**src/rtl/note_lane_engine.sv**
```systemverilog
// Falling-note playfield engine: LANES columns of SLOTS note slots that spawn from an
// external sequence ROM, descend one pixel per advance tick and retire at Y_MAX.
module note_lane_engine #(
    parameter  int LANES   = 3,
    parameter  int SLOTS   = 5,
    parameter  int POS_W   = 10,
    parameter  int Y_MAX   = 490,
    parameter  int SEQ_LEN = 23,
    parameter  int GAP_W   = 6,
    localparam int AW      = (SEQ_LEN <= 1) ? 1 : $clog2(SEQ_LEN),
    localparam int NS      = LANES * SLOTS
) (
    input  logic                     clk,
    input  logic                     reset,
    input  logic                     tick,
    input  logic                     start,
    input  logic                     stop,
    input  logic                     pause,
    input  logic [LANES-1:0]         note_bits,
    output logic [AW-1:0]            note_addr,
    output logic [NS*POS_W-1:0]      pos_flat,
    output logic [NS-1:0]            active_flat,
    output logic [1:0]               state,
    output logic [LANES-1:0]         exit_pulse,
    output logic [LANES-1:0]         overflow_pulse
);

    typedef enum logic [1:0] {
        S_IDLE  = 2'd0,
        S_PLAY  = 2'd1,
        S_DRAIN = 2'd2,
        S_DONE  = 2'd3
    } state_t;

    localparam logic [POS_W-1:0] YM       = POS_W'(Y_MAX);
    localparam logic [AW-1:0]    LAST_ADR = AW'(SEQ_LEN - 1);

    state_t                     state_q, state_d;
    logic [AW-1:0]              addr_q, addr_d;
    logic [GAP_W-1:0]           gap_q, gap_d;
    logic [NS-1:0][POS_W-1:0]   pos_q, pos_d;
    logic [NS-1:0]              act_q, act_d;
    logic [LANES-1:0]           exit_q, exit_d;
    logic [LANES-1:0]           ovf_q, ovf_d;

    // Result of one descent step applied to the current slot contents.
    logic [NS-1:0][POS_W-1:0]   adv_pos;
    logic [NS-1:0]              adv_act;
    logic [LANES-1:0]           adv_exit;

    logic [NS-1:0]              spawn_mask;
    logic [LANES-1:0]           ovf_lane;

    always_comb begin
        adv_pos  = pos_q;
        adv_act  = act_q;
        adv_exit = '0;
        for (int k = 0; k < LANES; k++) begin
            for (int s = 0; s < SLOTS; s++) begin
                if (act_q[k*SLOTS+s]) begin
                    if (pos_q[k*SLOTS+s] == YM) begin
                        adv_act[k*SLOTS+s] = 1'b0;
                        adv_pos[k*SLOTS+s] = '0;
                        adv_exit[k]        = 1'b1;
                    end else begin
                        adv_pos[k*SLOTS+s] = pos_q[k*SLOTS+s] + 1'b1;
                    end
                end
            end
        end
    end

    // Free-slot search uses the start-of-cycle active bits, so a slot retiring
    // this cycle is never handed to a note spawning in the same cycle.
    genvar gi;
    generate
        for (gi = 0; gi < LANES; gi++) begin : g_lane
            logic [SLOTS-1:0] inact;
            logic [SLOTS-1:0] free_oh;
            assign inact   = ~act_q[gi*SLOTS +: SLOTS];
            assign free_oh = inact & (~inact + 1'b1);
            assign spawn_mask[gi*SLOTS +: SLOTS] = note_bits[gi] ? free_oh : '0;
            assign ovf_lane[gi] = note_bits[gi] & ~(|inact);
        end
    endgenerate

    always_comb begin
        state_d = state_q;
        addr_d  = addr_q;
        gap_d   = gap_q;
        pos_d   = pos_q;
        act_d   = act_q;
        exit_d  = '0;
        ovf_d   = '0;
        if (stop) begin
            state_d = S_IDLE;
            addr_d  = '0;
            gap_d   = '0;
            pos_d   = '0;
            act_d   = '0;
        end else if (!pause) begin
            case (state_q)
                S_IDLE: begin
                    if (start) begin
                        state_d = S_PLAY;
                        addr_d  = '0;
                        gap_d   = '0;
                        pos_d   = '0;
                        act_d   = '0;
                    end
                end
                S_PLAY: begin
                    if (tick) begin
                        pos_d  = adv_pos;
                        act_d  = adv_act;
                        exit_d = adv_exit;
                        gap_d  = gap_q + 1'b1;
                        if (gap_q == '0) begin
                            for (int i = 0; i < NS; i++) begin
                                if (spawn_mask[i]) begin
                                    act_d[i] = 1'b1;
                                    pos_d[i] = '0;
                                end
                            end
                            ovf_d = ovf_lane;
                            if (addr_q == LAST_ADR) begin
                                state_d = S_DRAIN;
                            end else begin
                                addr_d = addr_q + 1'b1;
                            end
                        end
                    end
                end
                S_DRAIN: begin
                    if (tick) begin
                        pos_d  = adv_pos;
                        act_d  = adv_act;
                        exit_d = adv_exit;
                    end
                    if (act_q == '0) begin
                        state_d = S_DONE;
                    end
                end
                default: begin
                    pos_d = '0;
                    act_d = '0;
                    if (start) begin
                        state_d = S_PLAY;
                        addr_d  = '0;
                        gap_d   = '0;
                    end
                end
            endcase
        end
    end

    always_ff @(posedge clk) begin
        if (reset) begin
            state_q <= S_IDLE;
            addr_q  <= '0;
            gap_q   <= '0;
            pos_q   <= '0;
            act_q   <= '0;
            exit_q  <= '0;
            ovf_q   <= '0;
        end else begin
            state_q <= state_d;
            addr_q  <= addr_d;
            gap_q   <= gap_d;
            pos_q   <= pos_d;
            act_q   <= act_d;
            exit_q  <= exit_d;
            ovf_q   <= ovf_d;
        end
    end

    assign note_addr      = addr_q;
    assign pos_flat       = pos_q;
    assign active_flat    = act_q;
    assign state          = state_q;
    assign exit_pulse     = exit_q;
    assign overflow_pulse = ovf_q;

endmodule

```
**config.mk**
```make
export PLATFORM = sky130hd
export DESIGN_NAME = note_lane_engine
export DESIGN_NICKNAME = d
export VERILOG_FILES = /design/src/rtl/note_lane_engine.sv
export SDC_FILE = /design/constraint.sdc
export NUM_CORES = 1
export LEC_CHECK = 0
export BUFFER_PORTS_ARGS = -buffer_cell sky130_fd_sc_hd__buf_2
export CAP_MARGIN = 20
export CORE_ASPECT_RATIO = 1.1
export CORE_MARGIN = 3
export CORE_UTILIZATION = 25
export CTS_BUF_LIST = sky130_fd_sc_hd__clkbuf_16
export CTS_CLUSTER_DIAMETER = 100
export DETAILED_ROUTE_END_ITERATION = 16
export GPL_TIMING_DRIVEN = 1
export PLACE_DENSITY = 0.4
export REMOVE_ABC_BUFFERS = 1
export SYNTH_ARGS = -nofsm -noshare
export SYNTH_HDL_FRONTEND = slang
export SYNTH_SLANG_ARGS = --single-unit
```
**constraint.sdc**
```tcl
create_clock -name clk -period 3.45 [get_ports clk]
set_clock_uncertainty 0.2 [all_clocks]
set_input_delay 0 -clock clk [delete_from_list [all_inputs] [get_ports clk]]
set_output_delay 0 -clock clk [all_outputs]
set_load 0.02 [all_outputs]
```
==> qor.yml <==
syn_avg_cell_area_um2: 7.85
cts_sinks: 184
die_h_um: 221
syn_to_final_growth_pct: 21.9
synth_compound_area_frac: 0.182
ir_drop_mv: 0.361
synthMuxAreaShare: 0.0105
synth_cells: 1336
row_count: 78
drc: 0
yosys-top-cells-count: "dfxtp_1, nand2_1, nor2_1"
setup_viol: 0
final-hold-violation-count: 0
cts_made_buffers: 17
synth_ff_type: "dfxtp_1"
wl_met3_mm: 1.51
reg2reg_slack_ns: 0.48
setup_tns_ns: 0
path_class: "reg -> reg"
clk_pin_slew_ns: 0.07
dp_hpwl_mm: 28.4
htree_num_levels: 4
met1_length_mm: 18.8
post-place-ws_ns: 0.344
postCtsSetupBuffers: 0
clk_latency_ns: 0.45
pwr-share-comb: 0.047
clockBufferDepth: 2
wl_per_cell_um: 18.6
p_sw_uw: 1020
fill_cells: 4530
synth_top_area_frac: 0.351
route.met2.wl_mm: 18.0
post-synth-top-count-cell: "dfxtp_1"
initial_core_util: 0.254
gr-total-overflow: 0
end_kind: "register"
grt_max_degree: 47
synth_seq_cells: 184
highest_layer: "met4"
hp-class: "in -> reg"
hold_buffers: 8
placed_cells_incl_taps: 2051
drv_slew: 0
crit_start: "state[0]$_SDFFE_PP0P_"
postRouteAntennaNets: 0
worstMarginPinSlew_ns: 0.996
crit_end: "pos_flat[23]$_SDFFE_PP0P_"
yosysUniqueCellTypes: 78
leakage_uw: 0.00487
layout.cells.non_filler: 2092
ff_latch_area_um2: 3680
async_reset_ff_frac: 0
place.gp.congestion: 0.803
die_w_um: 201
layout-drive-gt1-share: 0.189
ys_seq_area_frac: 0.351
cp_max_fo: 12
r2r-start: "state[0]$_SDFFE_PP0P_"
synth_warnings: 0
wl_mm: 39.0
ys_top_cells_by_area: "dfxtp_1, nand2_1, ha_1"
dieArea_um2: 44500
nets: 1566
post-route-period-util: 0.862
ioPinCount: 187
grt_pass1_wl_mm: 61.6
intPower_uw: 3220
synth_area_um2: 10500
finalCriticalPeriod_ns: 2.97
synth_top_family_by_area: "simple AND/OR/NAND/NOR gates"
vias_per_cell: 5.15
crit_arrival_ns: 3.09
yosys.area_share.adder: 0.0453
slew_headroom: 0.336
power_frac_seq: 0.501
dr.pass1.iters: 5
outcome: "completed"
regToRegEndpoint: "pos_flat[23]$_SDFFE_PP0P_"
grt_usage: 0.172
clockRootBuffer: "clkbuf_16"
start_kind: "register"
port_buffers: 186
synth-edff-count: 0
multi_input_area_um2: 6370
max_cap_violations: 0
power_frac_clock: 0.452
drtIter0Drc: 612
final.setup.worst_slack_ns: 0.478
vias: 10800
cts_resized: 0
rsz0062_at_grt: "no"
synth_area_leader_cell: "dfxtp_1"
reg2reg_depth: 7
cts_tree: "done"
switching_share: 0.241
required_ns: 3.57
power.density_nw_per_um2: 332
grt_pass1_vias: 10400
synth_xor_area_frac: 0.0250
hold_depth: 4
antenna_found_initial: 1
max_freq_ghz: 0.336
design.core.area_um2: 41400
synth-simple-area-share: 0.340
==> stage by stage <==
stage          hold WS, ns  cell area, um2  power (uW)   util
6_report             0.287           12800        4240  0.309
5_1_grt              0.306           12800        4400  0.309
4_1_cts              0.251           12800        4330  0.309
3_5_place_dp         0.159           12200        2370  0.294
3_3_place_gp         0.155           12200        2370  0.294
2_1_floorplan      -0.0368           10200        2280      -
==> layout by cell type (no fill, tap or decap), drive strengths merged, types with 5 or more instances in the layout <==
cell type / instances
o21ai: 76
nor2: 109
mux2i: 11
xor2: 14
dlygate4sd3: 8
a211oi: 11
or2: 9
a22o: 9
nand4b: 6
and3: 20
nand4: 50
and4: 17
and2: 9
clkinv: 7
ha: 38
xnor2: 16
o31ai: 17
a21o: 13
clkbuf: 18
inv: 48
nor4: 44
dfxtp: 184
nor3b: 6
or4: 5
a31oi: 45
nand2b: 13
nor3: 70
or3b: 5
o22ai: 8
nand3: 81
or3: 29
nand3b: 6
a21oi: 73
buf: 223
nand2: 157
or4b: 6
==> power by group through the flow <==
| stage | clock network, uW | registers (uW) | logic, uW |
|---|---|---|---|
| 5_1_grt | 2060 | 2130 | 217 |
| 3_3_place_gp | 0 | 2180 | 192 |
| 4_1_cts | 2000 | 2130 | 202 |
| 3_5_place_dp | 0 | 2180 | 192 |
| 6_report | 1920 | 2130 | 198 |
| 2_1_floorplan | 0 | 2180 | 98.9 |
==> routing by layer <==
layer / GRT usage / vias up
met3: 0.0334 / 34
met4: 0.0500 / 0
li1: - / 5332
met2: 0.275 / 194
met1: 0.235 / 5220
met5: 0 / -
==> how the worst min path moves through the flow <==
stage	slack [ns]	end	from
after floorplan	-0.04	active_flat[1]$_SDFFE_PP0P_	note_bits[0]
after global placement	0.15	active_flat[1]$_SDFFE_PP0P_	note_bits[0]
after detailed placement	0.16	active_flat[7]$_SDFFE_PP0P_	note_bits[1]
after CTS	0.25	active_flat[7]$_SDFFE_PP0P_	note_bits[1]
after global routing	0.31	active_flat[7]$_SDFFE_PP0P_	note_bits[1]
final	0.29	active_flat[7]$_SDFFE_PP0P_	note_bits[1]
==> logic make-up (layout without fill, tap and decap cells) <==
| kind of cell | count (synthesis) | in the layout |
|---|---|---|
| AO/OA/AOI/OAI | 301 | 301 |
| buffers and inverters | 113 | 308 |
| flip-flops | 184 | 184 |
| other | 0 | 1 |
| multiplexers | 11 | 11 |
| AND/OR/NAND/NOR | 659 | 659 |
| XOR/XNOR | 30 | 30 |
| adder cells (fa/ha/maj) | 38 | 38 |
==> worst max-delay path, cell delays in order (launching register included) <==
cell,delay [ns]
dfxtp_1,0.40
inv_1,0.09
ha_1,0.37
or4b_1,0.78
nor4_1,0.55
a211oi_2,0.20
a21oi_1,0.19
a31oi_1,0.05
==> flip-flops by register name, summed over array words and instances, names as in the netlist <==
register	cells
pos_flat	150
active_flat	15
gap_q	6
note_addr	5
exit_pulse	3
overflow_pulse	3
state	2
==> area by class of cell <==
| type | count | area share |
|---|---|---|
| multi-input cells | 1039 | 0.498 |
| flip-flops and latches | 184 | 0.288 |
| repair buffers | 232 | 0.103 |
| well taps | 560 | 0.0548 |
| clock buffers | 17 | 0.0333 |
| inverters | 45 | 0.0132 |
| clock inverters | 14 | 0.00929 |
| diodes | 1 | 0.000196 |
No activity file was read; power rests on OpenSTA's default activity.
